**src/rtl/lector_salidas_rr.sv**
```systemverilog
// Round-robin consumer for output FIFOs F4..F7: pops, registers the returning word, counts words per channel.
// Optional DEST_CHECK_EN macro adds sticky destination-mismatch flags on err_dest.
module lector_salidas_rr #(
    parameter int TAMANO_DATOS = 12,
    parameter int CNT_W        = 5
) (
    input  logic                    clk,
    input  logic                    reset,
    input  logic                    init,
    input  logic [3:0]              pop_en,
    input  logic [3:0]              empty,
    input  logic [TAMANO_DATOS-1:0] data_out4,
    input  logic [TAMANO_DATOS-1:0] data_out5,
    input  logic [TAMANO_DATOS-1:0] data_out6,
    input  logic [TAMANO_DATOS-1:0] data_out7,
    input  logic                    req,
    input  logic [2:0]              idx,
    output logic [3:0]              pop,
    output logic [TAMANO_DATOS-1:0] data_rx,
    output logic                    data_valid,
    output logic [1:0]              canal_rx,
    output logic [CNT_W-1:0]        cnt_out,
    output logic                    cnt_valid,
    output logic [3:0]              err_dest
);

    localparam int NCH = 4;

    logic [NCH-1:0]          pop_reg;
    logic [NCH-1:0]          pop_next;
    logic [1:0]              rr_ptr_reg;
    logic [1:0]              rr_ptr_next;
    logic                    pend_valid_reg;
    logic [1:0]              pend_ch_reg;
    logic [TAMANO_DATOS-1:0] data_rx_reg;
    logic                    data_valid_reg;
    logic [1:0]              canal_rx_reg;
    logic [CNT_W-1:0]        cnt_out_reg;
    logic                    cnt_valid_reg;
    logic [NCH*CNT_W-1:0]    cnt_flat;
    logic [CNT_W-1:0]        cnt_sel;
    logic [NCH-1:0]          elig;
    logic [TAMANO_DATOS-1:0] data_in [NCH];
    logic [TAMANO_DATOS-1:0] data_sel;
    logic [1:0]              pop_ch;
    logic [1:0]              cand;
    logic                    found;

    genvar gi;

    assign data_in[0] = data_out4;
    assign data_in[1] = data_out5;
    assign data_in[2] = data_out6;
    assign data_in[3] = data_out7;

    // A channel popped this cycle still shows its stale empty flag, so it sits out one cycle.
    assign elig = pop_en & ~empty & ~pop_reg;

    always_comb begin
        pop_next    = '0;
        rr_ptr_next = rr_ptr_reg;
        found       = 1'b0;
        cand        = '0;
        for (int k = 0; k < NCH; k++) begin
            cand = rr_ptr_reg + 2'(k);
            if (!found && elig[cand]) begin
                found          = 1'b1;
                pop_next[cand] = 1'b1;
                rr_ptr_next    = cand + 2'd1;
            end
        end
    end

    assign pop_ch   = {pop_reg[3] | pop_reg[2], pop_reg[3] | pop_reg[1]};
    assign data_sel = data_in[pend_ch_reg];
    assign cnt_sel  = cnt_flat[idx[1:0]*CNT_W +: CNT_W];

    always_ff @(posedge clk or posedge reset) begin
        if (reset) begin
            pop_reg        <= '0;
            rr_ptr_reg     <= '0;
            pend_valid_reg <= 1'b0;
            pend_ch_reg    <= '0;
            data_rx_reg    <= '0;
            data_valid_reg <= 1'b0;
            canal_rx_reg   <= '0;
            cnt_out_reg    <= '0;
            cnt_valid_reg  <= 1'b0;
        end else if (init) begin
            pop_reg        <= '0;
            rr_ptr_reg     <= '0;
            pend_valid_reg <= 1'b0;
            pend_ch_reg    <= '0;
            data_rx_reg    <= '0;
            data_valid_reg <= 1'b0;
            canal_rx_reg   <= '0;
            cnt_out_reg    <= '0;
            cnt_valid_reg  <= 1'b0;
        end else begin
            pop_reg        <= pop_next;
            rr_ptr_reg     <= rr_ptr_next;
            // The FIFO drives the popped word during the following cycle.
            pend_valid_reg <= |pop_reg;
            pend_ch_reg    <= pop_ch;
            data_valid_reg <= pend_valid_reg;
            if (pend_valid_reg) begin
                data_rx_reg  <= data_sel;
                canal_rx_reg <= pend_ch_reg;
            end
            cnt_valid_reg <= req;
            if (req) begin
                cnt_out_reg <= idx[2] ? cnt_sel : '0;
            end
        end
    end

    for (gi = 0; gi < NCH; gi++) begin : g_cnt
        logic [CNT_W-1:0] cnt_reg;

        always_ff @(posedge clk or posedge reset) begin
            if (reset) begin
                cnt_reg <= '0;
            end else if (init) begin
                cnt_reg <= '0;
            end else if (data_valid_reg && canal_rx_reg == 2'(gi)) begin
                cnt_reg <= cnt_reg + 1'b1;
            end
        end

        assign cnt_flat[gi*CNT_W +: CNT_W] = cnt_reg;
    end

`ifdef DEST_CHECK_EN
    // Checked as the word is captured, so the flag rises together with data_valid.
    for (gi = 0; gi < NCH; gi++) begin : g_err
        logic err_flag_reg;

        always_ff @(posedge clk or posedge reset) begin
            if (reset) begin
                err_flag_reg <= 1'b0;
            end else if (init) begin
                err_flag_reg <= 1'b0;
            end else if (pend_valid_reg && pend_ch_reg == 2'(gi) &&
                         data_sel[9:8] != 2'(gi)) begin
                err_flag_reg <= 1'b1;
            end
        end

        assign err_dest[gi] = err_flag_reg;
    end
`else
    assign err_dest = '0;
`endif

    assign pop        = pop_reg;
    assign data_rx    = data_rx_reg;
    assign data_valid = data_valid_reg;
    assign canal_rx   = canal_rx_reg;
    assign cnt_out    = cnt_out_reg;
    assign cnt_valid  = cnt_valid_reg;

endmodule
```
**config.mk**
```make
export PLATFORM = sky130hd
export DESIGN_NAME = lector_salidas_rr
export DESIGN_NICKNAME = d
export VERILOG_FILES = /design/src/rtl/lector_salidas_rr.sv
export SDC_FILE = /design/constraint.sdc
export NUM_CORES = 1
export LEC_CHECK = 0
export BUFFER_PORTS_ARGS = -buffer_cell sky130_fd_sc_hd__buf_2
export CORE_ASPECT_RATIO = 0.75
export CORE_UTILIZATION = 25
export CTS_BUF_LIST = sky130_fd_sc_hd__clkbuf_8
export CTS_CLUSTER_DIAMETER = 50
export DETAILED_ROUTE_END_ITERATION = 10
export GPL_TIMING_DRIVEN = 0
export PLACE_DENSITY = 0.54
export SLEW_MARGIN = 0
export SYNTH_ARGS = -nofsm -noshare
export SYNTH_HDL_FRONTEND = slang
export SYNTH_SLANG_ARGS = --single-unit
```
**constraint.sdc**
```tcl
create_clock -name clk -period 3.38 [get_ports clk]
set_input_delay 0.169 -clock clk [delete_from_list [all_inputs] [get_ports clk]]
set_output_delay 0.169 -clock clk [all_outputs]
set_load 0.005 [all_outputs]
```
==> run_results.csv, run 1 <==
group,metric,value,unit
drt,avgRoutedWirePerCell,14.9,um
synth,yosysSeqAreaShare,40.0,%
sta,fin_crit_sh,82.8,%
hold_path,hold_path.class,"input port to register",
cts,cts_tree,"yes",
drt,topRoutingLayerUsed,"met4",
drt,vias_per_cell,4.74,
die,die-area,13000,um2
synth,yosysWarnings,0,
placement,port_buffers,86,
die,io_pins,92,
sta,rsz0062_at_grt,"no",
synth,synthesis.area,3120,um2
critical_path,worstPathRequired,3550,ps
critical_path,critPathMaxFanout,11,
global_route,grt_pass1_wl,12600,um
die,initial_core_util,26.3,%
critical_path,crit_type,"register to register",
drt,vias,2564,
sta,slew_headroom,41.9,%
sta,setup_viol,0,
sta,fin_ws,580,ps
drt,drtIter0Drc,136,
global_route,grt_overflow_total,0,
die,core_area,11900,um2
synth,ys.flop_type,"dfrtp_1",
critical_path,critPathBufInv,2,
synth,async_flop_share,100,%
sta,clock_skew,12.7,ps
cells_and_area,drive_gt1_share,34.3,%
cells_and_area,fin_util,33.0,%
cts,cts_buffer_depth,2,
cts,root_buffer,"clkbuf_8",
cts,cts_resized,0,
cts,post_cts_buffers,0,
sta,fmax,357,MHz
drt,ant_nets,0,
global_route,gr-usage-all-layers,12.6,%
critical_path,crit_arrival,2970,ps
drt,dr_wl_met3,477,um
sta,min_period,2800,ps
drt,drc,0,
global_route,grt_max_degree,43,
die,dieWidth,131,um
critical_path,path_cells,"inv_1, ha_1, buf_2, mux4_2, a211oi_1, a2111oi_0, o32ai_1",
cts,cts_buffers,5,
critical_path,critical-path-top-delay-family,"compound AO/OA/AOI/OAI gates",
synth,synth_seq_cells,50,
die,die_y,98.8,um
die,rows,34,
critical_path,slowest_stage,"dfrtp_1",
synth,synth_edf_count,0,
cts,cts_sinks,50,
sta,whs,139,ps
sta,tightest_slew,869,ps
cells_and_area,antennaDiodeCount,0,
drt,first_pass_iters,4,
placement,place_congestion,0.808,
drt,routed_wl,8050,um
run_status,outcome,"finished clean",
synth,synth_cells,280,
global_route,antenna_found_initial,0,
power_and_ir_drop,total_leakage_power,1.79,nW
placement,place_ws,630,ps
placement,dp_hpwl,6230,um
sta,drv_slew,0,
critical_path,critPathMaxStageDelay,630,ps
power_and_ir_drop,power,2.12,mW
drt,wl_met2,3380,um
cts,clkSlewWorstSetupHoldPaths,100,ps
sta,hold_viol,0,
cells_and_area,syn2layout_area_growth,25.2,%
job,cap_violations,0,
synth,ys_types,40,
sta,fin_setup_tns,0,ps
critical_path,startpoint_type,"register",
power_and_ir_drop,ir_worst_vdd,0.320,mV
cells_and_area,nets,453,
synth,avgSynthCellArea,11.2,um2
critical_path,cp-end-kind,"register",
power_and_ir_drop,power.density,541,nW/um2
drt,wl_met1,4110,um
cts,holdBufCountCts,1,
cells_and_area,largest_reg_flops,20,
cts,htree_num_levels,2,
cts,clk_latency,300,ps
global_route,grt_pass1_vias,2443,
## metal layers
layer	GRT usage, %	vias up
li1	-	1216
met1	18.9	1244
met2	18.9	98
met3	2.23	6
met4	2.56	0
met5	0	-
## kinds of logic (layout without fill, tap and decap cells)
logic type / after synthesis / in the layout / synth area share, %
and+or+nand+nor: 102 / 102 / 17.5
DFF: 50 / 50 / 40.0
muxes: 42 / 42 / 22.4
AOI/OAI and AO/OA: 30 / 30 / 6.69
buffers and inverters: 26 / 122 / 3.68
xor gates and xnor gates: 17 / 17 / 4.77
adders and majority gates: 12 / 12 / 4.81
other: 1 / 4 / 0.120
## tightest hold or removal path, stage by stage
cell and delay [ps]:
buf_2 80, nand2b_1 90, a21oi_1 60
## per-stage QoR
step | cells | area, um2
after global routing | 541 | 3910
after CTS | 541 | 3910
after global placement | 531 | 3770
after detailed placement | 532 | 3790
after floorplan | 283 | 3140
final | 541 | 3910
## worst paths after layout
check	cells past startpoint	endpoint	start	slack, ps
worst max-delay path	7	pop[1]	rr_ptr_reg[1]	580
max in group asynchronous	4	g_cnt[3].cnt_reg[4]	reset	2580
worst min register to register	2	data_rx[3]	data_rx[3]	520
min in group asynchronous	3	data_rx[2]	reset	320
worst min-delay path	3	cnt_out[3]	req	140
worst max register to register	7	pop[1]	rr_ptr_reg[1]	580
## layout by cell type, fill, tap and decap left out, drive strengths merged, types with 2 or more instances in the layout
master / instances
dfrtp: 50
conb: 4
or3: 2
or3b: 4
nand2b: 10
o21ai: 4
o32ai: 5
nand2: 6
a2111oi: 4
ha: 12
nor2: 46
xnor2: 5
nor4b: 2
xor2: 12
nand4: 8
buf: 95
mux2i: 20
mux4: 22
nor2b: 2
and4bb: 2
clkbuf: 16
a21oi: 9
and3: 5
a211oi: 5
clkinvlp: 2
inv: 7
nor3b: 5
nand3: 8
## where the power goes
group          internal, mW  total, mW  switching [mW]
combinational         0.434      0.905           0.471
sequential            0.685      0.789           0.104
clock                 0.220      0.424           0.204
## cells in the mapped netlist, drive strengths merged, types with 4 or more instances
cell | count | area, um2
nand2b | 10 | 62.6
o32ai | 5 | 43.8
or3b | 4 | 37.5
nor2 | 46 | 173
dfrtp | 50 | 1250
inv | 7 | 26.3
clkbuf | 11 | 41.3
a21oi | 9 | 45.0
nand2 | 6 | 22.5
buf | 8 | 47.6
mux2i | 20 | 200
xnor2 | 5 | 43.8
nand4 | 8 | 50.1
and3 | 5 | 31.3
o21ai | 4 | 23.8
a2111oi | 4 | 35.0
nand3 | 8 | 40.0
a211oi | 5 | 37.5
ha | 12 | 150
nor3b | 5 | 47.5
xor2 | 12 | 105
mux4 | 22 | 499
## cell type report
type                       count  area (um2)
clock buffer                   5        68.8
timing repair buffer          88         460
sequential                    50        1250
inverter                       7        26.3
clock inverter                 3        45.0
tap                          162         203
multi-input combinational    207        1770
buffer                        19        88.8
fill                        1201        7960
Note: power is estimated with default switching activity, not from simulation.
==> inputs of run 2 (changes only) <==
ABC_AREA = 1   (was unset)
PLACE_DENSITY = 0.55   (was 0.54)
clock period = 2.5 ns   (was 3.38 ns; I/O delays follow)
==> run 2 against run 1 <==
Compared with the run above: power increased by 38%; largest cell class unchanged; largest power group unchanged; non-clock buffer count fell by 1; first-iteration DRC count rose by 70%; critical endpoint is now pop[2]; highest routed layer unchanged; global-route usage rose by 1.6 points.
==> run_results.csv, run 2 <==
group,metric,value,unit
cts,holdBufCountCts,1,
global_route,grt_pass1_vias,2949,
sta,clock_skew,12.0,ps
synth,yosys.area.top_type,"dfrtp_1",
cells_and_area,syn2layout_area_growth,24.7,%
sta,tightest_slew,528,ps
global_route,gr-usage-all-layers,14.2,%
synth,synth_seq_cells,50,
placement,dp_hpwl,6730,um
cts,htree_num_levels,2,
cells_and_area,final_area,3860,um2
placement,place_congestion,0.864,
critical_path,r2r_slack,380,ps
run_status,outcome,"finished clean",
sta,slew_headroom,64.8,%
power_and_ir_drop,power.density,758,nW/um2
cells_and_area,nFillCells,1299,
sta,fin_setup_tns,0,ps
critical_path,regToRegStartpoint,"rr_ptr_reg[0]",
critical_path,path_cells,"inv_2, ha_1, inv_1, nand2_1, nand2_4, nand2_2, o21ai_1, nor2_1, a21oi_1",
synth,yosysWarnings,0,
global_route,grt_pass1_wl,14500,um
cts,post_cts_buffers,0,
sta,setup_viol,0,
power_and_ir_drop,power,2.93,mW
critical_path,worstPathRequired,2710,ps
critical_path,startpoint_type,"register",
cts,cts_buffers,5,
cells_and_area,fin_util,32.6,%
placement,place_area,3750,um2
cells_and_area,antennaDiodeCount,0,
synth,synthesis.area,3090,um2
die,core_area,11800,um2
sta,fmax,472,MHz
synth,synth_cells,410,
cts,cts_buffer_depth,2,
cells_and_area,largest_reg_flops,20,
critical_path,critPathMaxFanout,11,
critical_path,critPathMaxStageDelay,610,ps
drt,vias_per_cell,4.56,
drt,routed_wl,8530,um
cts,cts_resized,0,
synth,synthTopCellsByArea,"dfrtp_1 40%, nor2_1 6.7%, nand2_1 6.6%, inv_1 5.0%, a21oi_1 4.9%",
synth,async_flop_share,100,%
die,initial_core_util,26.2,%
critical_path,crit_type,"register to register",
synth,synth_edf_count,0,
drt,first_pass_iters,4,
critical_path,slowest_stage,"dfrtp_1",
critical_path,crit_path_start,"rr_ptr_reg[0]",
critical_path,r2r_end,"pop[2]",
drt,wl_met2,3690,um
cells_and_area,nets,582,
critical_path,crit_arrival,2330,ps
placement,port_buffers,85,
die,die_y,98.3,um
cells_and_area,layout_common_cells,"85 x buf_2, 55 x nor2_1, 54 x nand2_1, 50 x dfrtp_1, 41 x inv_1",
sta,hold_viol,0,
hold_path,hold_path.class,"input port to register",
cells_and_area,drive_gt1_share,25.2,%
synth,synthTopCellsByCount,"55 x nor2_1, 54 x nand2_1, 50 x dfrtp_1",
placement,place_ws,403,ps
drt,topRoutingLayerUsed,"met4",
synth,yosysTopAreaCellShare,40.4,%
critical_path,cp-end-kind,"register",
cts,root_buffer,"clkbuf_8",
cts,cts_sinks,50,
critical_path,endpoint,"pop[2]",
cts,clk_latency,320,ps
cts,clkSlewWorstSetupHoldPaths,100,ps
power_and_ir_drop,ir_worst_vdd,0.347,mV
synth,yosysMostFrequentCell,"nor2_1",
synth,avgSynthCellArea,7.55,um2
drt,avgRoutedWirePerCell,12.7,um
drt,drtIter0Drc,231,
power_and_ir_drop,total_leakage_power,1.90,nW
sta,rsz0062_at_grt,"no",
drt,wl_met1,4320,um
drt,dr_wl_met3,461,um
synth,ys.flop_type,"dfrtp_1",
sta,drv_slew,0,
die,dieWidth,130,um
cts,cts_tree,"yes",
cells_and_area,final_common_cell,"buf_2",
die,rows,34,
sta,fin_ws,381,ps
drt,drc,0,
die,io_pins,92,
drt,ant_nets,0,
synth,ys_types,32,
drt,vias,3055,
global_route,grt_max_degree,42,
global_route,grt_overflow_total,0,
sta,fin_crit_sh,84.8,%
global_route,antenna_found_initial,0,
synth,yosysSeqAreaShare,40.4,%
job,cap_violations,0,
die,die-area,12800,um2
critical_path,reg2reg_depth,9,
sta,min_period,2120,ps
==> run 2: area by class of cell <==
cell class | count | area [um2] | area share, %
clock inverter | 2 | 12.5 | 0.324
multi-input combinational | 289 | 1530 | 39.8
buffer | 19 | 96.3 | 2.50
timing repair buffer | 87 | 455 | 11.8
clock buffer | 6 | 82.6 | 2.14
inverter | 55 | 224 | 5.80
tap | 162 | 203 | 5.25
sequential | 50 | 1250 | 32.4
==> run 2: critical path: cells and delay by family, from the launching register on <==
family                   cells  cell delay [ps]
adder cells (fa/ha/maj)      1              390
flip-flops                   1              610
buffers and inverters        2              320
AO/OA/AOI/OAI                2              320
AND/OR/NAND/NOR              4              380
==> run 2: how the worst min path moves through the flow <==
stage            startpoint          to  slack (ps)  cells after the start
3_3_place_gp            req   cnt_valid         470                      3
2_1_floorplan           req   cnt_valid         340                      2
3_5_place_dp          reset      pop[0]          60                      2
4_1_cts        data_out4[7]  data_rx[7]         160                      5
6_report       data_out4[7]  data_rx[7]         170                      5
5_1_grt        data_out4[7]  data_rx[7]         180                      5
==> run 2: per-stage QoR <==
step	hold slack, ps	std cells
final	172	670
after detailed placement	63.0	661
after global routing	181	670
after global placement	471	660
after floorplan	341	413
after CTS	162	670
==> run 2: cells by family (layout without fill, tap and decap cells) <==
family | Yosys count | in the layout | synth area share (%)
buf+inv | 74 | 169 | 10.4
fa+ha+maj | 12 | 12 | 4.85
other cells | 1 | 4 | 0.121
compound gates | 101 | 101 | 18.0
flops | 50 | 50 | 40.4
simple gates | 172 | 172 | 26.3
==> run 2: routing by layer <==
metal  up-vias  global-route usage (%)
li1       1567                       -
met1      1417                    21.4
met2        63                    21.0
met3         8                    2.96
met4         0                    2.65
met5         -                       0
==> run 2: where the power goes <==
group	internal (mW)	total, mW	switching (mW)	leakage (nW)
registers	0.914	1.03	0.118	0.688
clock network	0.225	0.514	0.288	0.0530
logic	0.485	1.38	0.894	1.16
